<file path="src/rtl/washing_machine.sv">
// Washing-machine cycle controller: a timed phase sequencer with abort-to-drain,
// hold-in-DONE until start drops, and outputs decoded directly from the state register.
module washing_machine #(
  parameter int FILL_CYC  = 4,
  parameter int WASH_CYC  = 8,
  parameter int RINSE_CYC = 4,
  parameter int DRAIN_CYC = 3,
  parameter int SPIN_CYC  = 6
) (
  input  logic       clk,
  input  logic       reset,
  input  logic       start,
  output logic       water_in,
  output logic       drain,
  output logic       motor_on,
  output logic       motor_fast,
  output logic       door_lock,
  output logic       busy,
  output logic       done,
  output logic [3:0] state
);

  typedef enum logic [3:0] {
    S_IDLE   = 4'd0,
    S_FILL   = 4'd1,
    S_WASH   = 4'd2,
    S_DRAIN1 = 4'd3,
    S_RFILL  = 4'd4,
    S_RINSE  = 4'd5,
    S_DRAIN2 = 4'd6,
    S_SPIN   = 4'd7,
    S_DONE   = 4'd8,
    S_ABORT  = 4'd9
  } state_t;

  // Counter preload values: a phase of N cycles counts N-1 down to 0.
  localparam logic [7:0] FILL_LD  = 8'(FILL_CYC - 1);
  localparam logic [7:0] WASH_LD  = 8'(WASH_CYC - 1);
  localparam logic [7:0] RINSE_LD = 8'(RINSE_CYC - 1);
  localparam logic [7:0] DRAIN_LD = 8'(DRAIN_CYC - 1);
  localparam logic [7:0] SPIN_LD  = 8'(SPIN_CYC - 1);

  state_t     state_q, state_d;
  logic [7:0] cnt_q, cnt_d;
  logic       expired;

  assign expired = (cnt_q == 8'd0);

  function automatic state_t next_phase(input state_t s);
    case (s)
      S_FILL:   next_phase = S_WASH;
      S_WASH:   next_phase = S_DRAIN1;
      S_DRAIN1: next_phase = S_RFILL;
      S_RFILL:  next_phase = S_RINSE;
      S_RINSE:  next_phase = S_DRAIN2;
      S_DRAIN2: next_phase = S_SPIN;
      S_SPIN:   next_phase = S_DONE;
      default:  next_phase = S_IDLE;
    endcase
  endfunction

  function automatic logic [7:0] load_for(input state_t s);
    case (s)
      S_FILL, S_RFILL:             load_for = FILL_LD;
      S_WASH:                      load_for = WASH_LD;
      S_RINSE:                     load_for = RINSE_LD;
      S_DRAIN1, S_DRAIN2, S_ABORT: load_for = DRAIN_LD;
      S_SPIN:                      load_for = SPIN_LD;
      default:                     load_for = 8'd0;
    endcase
  endfunction

  always_ff @(posedge clk or posedge reset) begin
    if (reset) begin
      state_q <= S_IDLE;
      cnt_q   <= 8'd0;
    end else begin
      state_q <= state_d;
      cnt_q   <= cnt_d;
    end
  end

  always_comb begin
    state_d = state_q;
    cnt_d   = cnt_q;
    case (state_q)
      S_IDLE: begin
        if (start) begin
          state_d = S_FILL;
          cnt_d   = FILL_LD;
        end
      end
      S_FILL, S_WASH, S_DRAIN1, S_RFILL, S_RINSE, S_DRAIN2, S_SPIN: begin
        // Dropping start wins over a phase expiring on the same edge.
        if (!start) begin
          state_d = S_ABORT;
          cnt_d   = DRAIN_LD;
        end else if (expired) begin
          state_d = next_phase(state_q);
          cnt_d   = load_for(next_phase(state_q));
        end else begin
          cnt_d = cnt_q - 8'd1;
        end
      end
      S_DONE: begin
        if (!start) begin
          state_d = S_IDLE;
          cnt_d   = 8'd0;
        end
      end
      S_ABORT: begin
        if (expired) begin
          state_d = S_IDLE;
          cnt_d   = 8'd0;
        end else begin
          cnt_d = cnt_q - 8'd1;
        end
      end
      default: begin
        state_d = S_IDLE;
        cnt_d   = 8'd0;
      end
    endcase
  end

  always_comb begin
    water_in   = 1'b0;
    drain      = 1'b0;
    motor_on   = 1'b0;
    motor_fast = 1'b0;
    door_lock  = 1'b0;
    busy       = 1'b0;
    done       = 1'b0;
    case (state_q)
      S_FILL, S_RFILL: begin
        water_in  = 1'b1;
        door_lock = 1'b1;
        busy      = 1'b1;
      end
      S_WASH, S_RINSE: begin
        motor_on  = 1'b1;
        door_lock = 1'b1;
        busy      = 1'b1;
      end
      S_DRAIN1, S_DRAIN2, S_ABORT: begin
        drain     = 1'b1;
        door_lock = 1'b1;
        busy      = 1'b1;
      end
      S_SPIN: begin
        motor_on   = 1'b1;
        motor_fast = 1'b1;
        drain      = 1'b1;
        door_lock  = 1'b1;
        busy       = 1'b1;
      end
      S_DONE: done = 1'b1;
      default: ;
    endcase
  end

  assign state = state_q;

endmodule

</file>
<file path="config.mk">
export PLATFORM = sky130hd
export DESIGN_NAME = washing_machine
export DESIGN_NICKNAME = d
export VERILOG_FILES = /design/src/rtl/washing_machine.sv
export SDC_FILE = /design/constraint.sdc
export NUM_CORES = 1
export LEC_CHECK = 0
export BUFFER_PORTS_ARGS = -buffer_cell sky130_fd_sc_hd__buf_2
export CAP_MARGIN = 20
export CORE_MARGIN = 2
export CORE_UTILIZATION = 56
export CTS_BUF_LIST = sky130_fd_sc_hd__clkbuf_16
export DETAILED_ROUTE_END_ITERATION = 16
export HOLD_SLACK_MARGIN = 0.02
export PLACE_DENSITY = 0.79
export SLEW_MARGIN = 10
export SYNTH_ARGS = -nofsm -noshare
export SYNTH_HDL_FRONTEND = slang
export SYNTH_SLANG_ARGS = --single-unit
</file>
<file path="constraint.sdc">
create_clock -name clk -period 4.46 [get_ports clk]
set_input_delay 0.669 -clock clk [delete_from_list [all_inputs] [get_ports clk]]
set_output_delay 0.669 -clock clk [all_outputs]
set_load 0.01 [all_outputs]
</file>
Word level (Yosys, flattened, before mapping). Memories as Yosys holds them, arrays and structs flattened. Index checks and enable logic that the tools add are counted.

Input bits: 3. Memories: 1. Register bits: 12. Output and inout bits: 11. ROM bits: 48. Latch bits: 0. RAM bits: 0. Word-level logic and storage cells: 47.

Bitwise operators: 0. Multiplexer cells: 21. Reductions and logical operators: 9. Divide/modulo/power cells: 0. $add $sub $neg: 1. Multiply operators: 0. $lt $le $gt $ge: 0. Equality and inequality tests: 13. Shift-type cells: 0.

Memories: (name not given) (words 16, width 3, read ports 1, clocked after Yosys merged registers in 0, write ports 0, RTL line 63) `case (s)`.

Operator list (count): 2-to-1 mux 8 bit (5); one-hot mux 8 bit (4 select lines) (1); 2-to-1 mux 4 bit (7); one-hot mux 4 bit (7 select lines) (1); equality test 4 x 3 -> 1 bit (second input constant) (4); one-hot mux 4 bit (4 select lines) (1); equality test 4 x 2 -> 1 bit (second input constant) (2); equality test 4 bit (second input constant) (2); logical NOT 8 bit (1); OR reduction 8 bit (1); subtractor 8 x 1 -> 8 bit (second input constant) (1); OR reduction 7 bit (1); 2-to-1 mux 1 bit (6); inequality test 2 bit (second input constant) (3); equality test 4 x 1 -> 1 bit (second input constant) (1); logical NOT 4 bit (1); AND reduction 4 bit (1); OR reduction 4 bit (1); inequality test 3 bit (second input constant) (1); OR reduction 3 bit (1); AND reduction 2 bit (1); OR reduction 2 bit (1).

Depth between registers and ports, before layout. Gate-level depths: netlist of the first run. An unclocked memory read counts as a cell.

Depth after elaboration: 9. Gate-level depth with buffers: 8. Mapped depth without buffers: 7.

Least setup slack after synthesis of the first run. OpenSTA, ideal clock, no wires.

Kind: reg2reg. From: register state_q[2] (netlist: state[2]). To: register cnt_q[0]. Slack: 2.241 ns. Data arrival time: 2.133 ns. Stages on the path, launching flop included: 9. Required time: 4.373 ns. Period minus slack after synthesis: 2.219 ns. Library setup time: 0.087 ns. Path buffers: 1. Cells stage by stage: dfrtp_1 > buf_1 > nor2_1 > or3_1 > ha_1 > inv_1 > o22ai_1 > a2111o_1 > o211ai_1.

Longest elaborated chain between the ends: 9. Elaborated cells on any way between the ends: 22. Those cells by class: eq/ne: 11; mux: 7; reduce/logical: 3; memory: 1.

Ends and longest elaborated chain: from (decl) (RTL line 43) `state_t state_q, state_d;`; from (signal assigned) (RTL line 78) `state_q <= state_d;`; equality test 4 x 3 -> 1 bit (tied with other cells) (RTL line 50, 86); one-hot mux 4 bit (7 select lines) (RTL line 50) `case (s)`; 2-to-1 mux 4 bit (RTL line 98) `end else if (expired) begin`; 2-to-1 mux 4 bit (RTL line 95) `if (!start) begin`; 2-to-1 mux 4 bit (RTL line 86) `case (state_q)`; memory (16 x 3 bit); 2-to-1 mux 8 bit (RTL line 98); 2-to-1 mux 8 bit (RTL line 95); one-hot mux 8 bit (4 select lines) (RTL line 86); to (signal assigned) (RTL line 79) `cnt_q <= cnt_d;`; to (decl) (RTL line 44) `logic [7:0] cnt_q, cnt_d;`.

Several ways; a longest one is shown, not always the timed one. The select of a mux whose other input is x is not followed. A chain may end at the register's enable or synchronous reset.

Worst setup path after layout of the first run.
From: register state_q[0] (netlist: state[0]). To: output motor_on.

Longest elaborated chain between the ends: 3. Elaborated cells on any way between the ends: 5. Those cells by class: eq/ne: 3; mux: 1; reduce/logical: 1.

Ends and longest elaborated chain: equality test 4 x 2 -> 1 bit / equality test 4 x 3 -> 1 bit (equally long branches) (RTL line 134) `case (state_q)`; OR reduction 3 bit (no line) (*); 2-to-1 mux 1 bit (*) (RTL line 134); to (decl) (RTL line 15) `output logic motor_on,`.

Mark *: on every way between the ends. The rest lies on a longest branch, timed or not.

==> results.sh, run 1 <==
export IMPL_synth_top_flop_cell="dfrtp_1"
export IMPL_tightest_slew_ns=0.642
export IMPL_viasPerCell=6.28
export IMPL_gp_congestion=0.855
export IMPL_synth_top_cell_area_share_pct=29.7
export IMPL_slew_headroom_pct=57.2
export IMPL_nets=144
export IMPL_portBuffers=13
export IMPL_final_hold_violation_count=0
export IMPL_grt_use_total_pct=27.6
export IMPL_synth_top_cells_by_count="dfrtp_1 (12), inv_1 (12), nand2_1 (12)"
export IMPL_drt_iter0_markers=29
export IMPL_crit_path_end_kind="output port"
export IMPL_die_h_microns=46.5
export IMPL_clockBufferDepth=2
export IMPL_core_area_sq_um=1710
export IMPL_drt_pre_antenna_iters=5
export IMPL_ir_drop_uv=454
export IMPL_antenna_found_initial=0
export IMPL_die_area_sq_um=2160
export IMPL_rr_worst_depth=7
export IMPL_post_cts_buffers=0
export IMPL_async_flop_share_pct=100
export IMPL_path_class="reg2out"
export IMPL_syn2layout_area_growth_pct=13.3
export IMPL_clk_latency_ns=0.24
export IMPL_regArea_sq_um=300
export IMPL_clock_skew_final_ns=0.00142
export IMPL_fill_cells=132
export IMPL_wl_per_cell_microns=14.9
export IMPL_cts_sinks=12
export IMPL_layout_min_cycle_time_ns=2.40
export IMPL_startpoint_type="flop"
export IMPL_ys_ff_latch=12
export IMPL_worstSetupPathDepth=5
export IMPL_cp_max_fo=19
export IMPL_fin_setup_tns_ns=0
export IMPL_cts_htree_levels=1
export IMPL_grt_pass1_wl_mm=4.09
export IMPL_synthTopCellsByArea="dfrtp_1 (30%), ha_1 (4.9%), inv_1 (4.4%)"
export IMPL_critPathBufInv=2
export IMPL_path_cells="inv_1 > and3_1 > a21oi_1 > nor2_1 > buf_2"
export IMPL_synth_edf_count=0
export IMPL_setup_viol=0
export IMPL_grt_pass1_vias=848
export IMPL_avgSynthCellArea_sq_um=7.91
export IMPL_max_freq_ghz=0.417
export IMPL_required_ns=3.79
export IMPL_cp_top_family="flip-flops"
export IMPL_syn_nets=135
export IMPL_synth_largest_area_cell="dfrtp_1"
export IMPL_dpl_hpwl_mm=1.64
export IMPL_root_buffer="clkbuf_16"
export IMPL_io_pins=14
export IMPL_synth_cell_types=40
export IMPL_ctsResizeCount=0
export IMPL_finalCritPeriodShare_pct=53.7
export IMPL_die_x_microns=46.5
export IMPL_maxCapViolations=0
export IMPL_p_leak_nw=0.516
export IMPL_critPathSlowestCell="dfrtp_1"
export IMPL_finalMaxSlewViolations=0
export IMPL_yosysWarnings=0
export IMPL_numCtsBuffers=3
export IMPL_drc=0
export IMPL_grt_overflow=0
export IMPL_hold_class="in2async"
export IMPL_multi_input_area_sq_um=623
export IMPL_grt_max_degree=24
export IMPL_hold_buffers=0
export IMPL_cts_tree="done"
export IMPL_power_density_nw_per_um2=751
export IMPL_dr_total_vias=1004
export IMPL_drive_above_1_share_pct=15.6
export IMPL_synth_cells=128
export IMPL_ant_nets=0
export IMPL_clk_pin_slew_ns=0.04
export IMPL_routed_wl_mm=2.38
export IMPL_rsz0062_at_grt="no"
export IMPL_netlist_area_sq_um=1010
export IMPL_n_antenna_cell=0
export IMPL_rows=15
export IMPL_initial_utilization_pct=59.3
export IMPL_finalPower_w=0.000862
export IMPL_max_stage_delay_ns=0.72
export IMPL_ys_seq_area_share_pct=29.7
export IMPL_status="completed"
export IMPL_arrival_ns=1.73
-- cell type report --
class	count	share of cell area [%]
multi-input cells	94	54.3
inverters	12	3.93
well taps	25	2.73
clock buffers	3	6.54
repair buffers	14	6.32
flip-flops and latches	12	26.2
-- where the power goes --
group          switching, W  internal (W)
Clock             0.0000467      0.000117
Combinational      0.000259      0.000195
Sequential        0.0000945      0.000150
Total              0.000400      0.000461
-- stage by stage --
stage | setup WS, ns | std cells | hold slack [ns] | util (%) | instance area [sq um]
2_1_floorplan | 2.24 | 128 | 0.466 | - | 1010
3_3_place_gp | 2.25 | 157 | 0.486 | 62.8 | 1070
3_5_place_dp | 2.16 | 157 | 0.495 | 62.8 | 1070
4_1_cts | 2.06 | 160 | 0.463 | 67.2 | 1150
5_1_grt | 1.91 | 160 | 0.491 | 67.2 | 1150
6_report | 2.06 | 160 | 0.437 | 67.2 | 1150
-- worst reg2reg max path, stage by stage, from the launching register on --
cell	delay, ns
dfrtp_1	0.65
nor2_1	0.25
or3_1	0.38
ha_1	0.30
inv_1	0.07
o22ai_1	0.07
a2111o_1	0.42
o211ai_1	0.09
-- layout by cell type (no fill, tap or decap), types with 3 or more instances in the layout --
master and count:
o211ai_1 5, nor2_1 9, nor3_1 3, dfrtp_1 12, buf_2 13, nand2_1 12, nand3_1 8, inv_1 12
nand4_1 5, clkbuf_16 3, a21oi_1 6, o22ai_1 3, o21ai_0 6, ha_1 4
-- worst paths after layout --
| check | from | end | slack, ns |
|---|---|---|---|
| max in group asynchronous | reset | cnt_q[7] | 3.70 |
| min reg2reg | cnt_q[4] | cnt_q[4] | 0.50 |
| max reg2reg | state[1] | cnt_q[0] | 2.13 |
| min | reset | cnt_q[3] | 0.44 |
| max | state[0] | motor_on | 2.06 |
| min in group clk | cnt_q[4] | cnt_q[4] | 0.50 |
-- cells by family after synthesis --
| group | after synthesis | synth area share [%] |
|---|---|---|
| XOR/XNOR | 4 | 3.46 |
| adder cells (fa/ha/maj) | 4 | 4.94 |
| buffers and inverters | 22 | 8.78 |
| AND/OR/NAND/NOR | 51 | 27.9 |
| flip-flops | 12 | 29.7 |
| AO/OA/AOI/OAI | 35 | 25.2 |
-- layer usage --
layer	part of all wire, %	global-route usage [%]
met5	0	0
met4	1.5	9.71
met3	5.3	5.88
met2	48	41.1
met1	45	39.2
-- flip-flops by register name, summed over array words and instances (netlist names) --
name,flops
cnt_q,8
state,4
No activity file was read; power rests on OpenSTA's default activity.
==> run 2: changes to the inputs <==
--- a/config.mk
+++ b/config.mk
@@ -8,11 +8,11 @@
 export BUFFER_PORTS_ARGS = -buffer_cell sky130_fd_sc_hd__buf_2
 export CAP_MARGIN = 20
 export CORE_MARGIN = 2
-export CORE_UTILIZATION = 56
+export CORE_UTILIZATION = 50
 export CTS_BUF_LIST = sky130_fd_sc_hd__clkbuf_16
 export DETAILED_ROUTE_END_ITERATION = 16
 export HOLD_SLACK_MARGIN = 0.02
-export PLACE_DENSITY = 0.79
+export PLACE_DENSITY = 0.75
 export SLEW_MARGIN = 10
 export SYNTH_ARGS = -nofsm -noshare
 export SYNTH_HDL_FRONTEND = slang
==> constraint.sdc (replaced) <==
create_clock -name clk -period 2 [get_ports clk]
set_input_delay 0.3 -clock clk [delete_from_list [all_inputs] [get_ports clk]]
set_output_delay 0.3 -clock clk [all_outputs]
set_load 0.01 [all_outputs]
==> results.sh, run 2 (same netlist as run 1, synthesis figures left out) <==
export IMPL_wl_per_cell_microns=14.7
export IMPL_cts_htree_levels=1
export IMPL_ant_nets=0
export IMPL_slew_headroom_pct=68.2
export IMPL_finalMaxSlewViolations=0
export IMPL_path_class="reg2reg"
export IMPL_fin_setup_tns_ns=0
export IMPL_gp_congestion=0.839
export IMPL_die_h_microns=49.0
export IMPL_r2r_start="state[2]"
export IMPL_max_freq_ghz=0.541
export IMPL_clock_skew_final_ns=0.00436
export IMPL_regMostFlops="cnt_q"
export IMPL_grt_overflow=0
export IMPL_rr_worst_depth=7
export IMPL_dpl_hpwl_mm=1.87
export IMPL_portBuffers=13
export IMPL_initial_utilization_pct=52.1
export IMPL_clk_pin_slew_ns=0.04
export IMPL_routed_wl_mm=2.52
export IMPL_final_common_cell="buf_2"
export IMPL_crit_path_end_kind="flop"
export IMPL_path_cells="nor2_1 > or3_1 > ha_1 > inv_1 > a211oi_1 > a2111o_1 > o211ai_1"
export IMPL_grt_pass1_vias=885
export IMPL_critPathSlowestCell="dfrtp_1"
export IMPL_drc=0
export IMPL_drive_above_1_share_pct=20.1
export IMPL_die_area_sq_um=2400
export IMPL_core_area_sq_um=1940
export IMPL_arrival_ns=2.00
export IMPL_finalCritPeriodShare_pct=92.4
export IMPL_n_antenna_cell=0
export IMPL_dr_total_vias=1013
export IMPL_clockBufferDepth=2
export IMPL_io_pins=14
export IMPL_drt_iter0_markers=39
export IMPL_hold_class="in2async"
export IMPL_rows=16
export IMPL_die_x_microns=49.0
export IMPL_largest_register_ffs=8
export IMPL_root_buffer="clkbuf_16"
export IMPL_max_stage_delay_ns=0.45
export IMPL_hold_buffers=0
export IMPL_required_ns=2.15
export IMPL_layout_common_cells="buf_2 (13), inv_1 (12), nand2_1 (12), dfrtp_1 (12)"
export IMPL_nets=152
export IMPL_status="completed"
export IMPL_viasPerCell=5.92
export IMPL_grt_pass1_wl_mm=4.35
export IMPL_startpoint_type="flop"
export IMPL_grt_max_degree=23
export IMPL_rsz0062_at_grt="no"
export IMPL_cts_tree="done"
export IMPL_r2r_end="cnt_q[0]"
export IMPL_numCtsBuffers=3
export IMPL_ir_drop_uv=1130
export IMPL_cp_max_fo=5
export IMPL_utilization_pct=62.8
export IMPL_p_leak_nw=0.559
export IMPL_antenna_found_initial=0
export IMPL_power_density_nw_per_um2=1660
export IMPL_grt_use_total_pct=24.4
export IMPL_layout_min_cycle_time_ns=1.85
export IMPL_syn2layout_area_growth_pct=20.5
export IMPL_cts_sinks=12
export IMPL_setup_viol=0
export IMPL_maxCapViolations=0
export IMPL_drt_pre_antenna_iters=4
export IMPL_regToRegSetupSlack_ns=0.15
export IMPL_final_hold_violation_count=0
export IMPL_clk_latency_ns=0.24
export IMPL_tightest_slew_ns=0.477
run 2: changes by cell type in the layout (fill, tap and decap cells not counted):
cell | previous run | this run
clkinv_1 | 0 | 1
nor3_2 | 1 | 0
nor3_4 | 0 | 1
buf_4 | 1 | 9
run 2: how the worst max path moves through the flow:
stage	startpoint	to	slack, ns	cells after the start
final	state[2]	cnt_q[0]	0.15	7
after global routing	cnt_q[2]	cnt_q[7]	0.08	4
after CTS	state[0]	done	0.14	4
after detailed placement	state[0]	cnt_q[0]	0.19	6
after global placement	state[0]	cnt_q[0]	0.24	6
after floorplan	state[1]	cnt_q[0]	0.002	8
run 2: final cells by class:
type,instances,area [sq um]
clock buffer,3,75.1
clock inverter,1,3.75
fill,182,722
inverter,12,45.0
multi-input combinational,94,629
sequential,12,300
tap,27,33.8
timing repair buffer,22,133
run 2: metal layers:
layer	routed length, microns	up-vias	global-route usage [%]
li1	-	495	-
met1	1080	471	30.6
met2	1260	41	40.6
met3	122	6	3.99
met4	57	0	12.4
met5	0	-	0
run 2: critical path, delay by kind of cell, from the launching register on:
kind / cells / cell delay (ns)
flip-flops: 1 / 0.45
adder cells (fa/ha/maj): 1 / 0.28
AO/OA/AOI/OAI: 3 / 0.55
AND/OR/NAND/NOR: 2 / 0.41
buffers and inverters: 1 / 0.07
run 2: metrics by stage:
| step | std cells | power, W | hold WS [ns] | instance area [sq um] | setup WS, ns |
|---|---|---|---|---|---|
| 6_report | 171 | 0.00203 | 0.0665 | 1220 | 0.152 |
| 3_3_place_gp | 167 | 0.00161 | 0.349 | 1130 | 0.238 |
| 5_1_grt | 171 | 0.00222 | 0.125 | 1220 | 0.0753 |
| 4_1_cts | 171 | 0.00203 | 0.0856 | 1210 | 0.141 |
| 3_5_place_dp | 167 | 0.00165 | 0.343 | 1130 | 0.192 |
| 2_1_floorplan | 128 | 0.00133 | 0.165 | 1030 | 0.00222 |
run 2: timing repair:
| action | 4_1_cts | 5_1_grt |
|---|---|---|
| buffers inserted | 0 | 0 |
| resized for setup | 0 | 1 |
| endpoints found under the setup margin | 0 | 1 |
run 2: power by group:
group	internal, W	total, W	switching, W	leakage [nW]
Combinational	0.000520	0.00122	0.000700	0.366
Sequential	0.000336	0.000442	0.000106	0.154
Clock	0.000263	0.000368	0.000104	0.0385
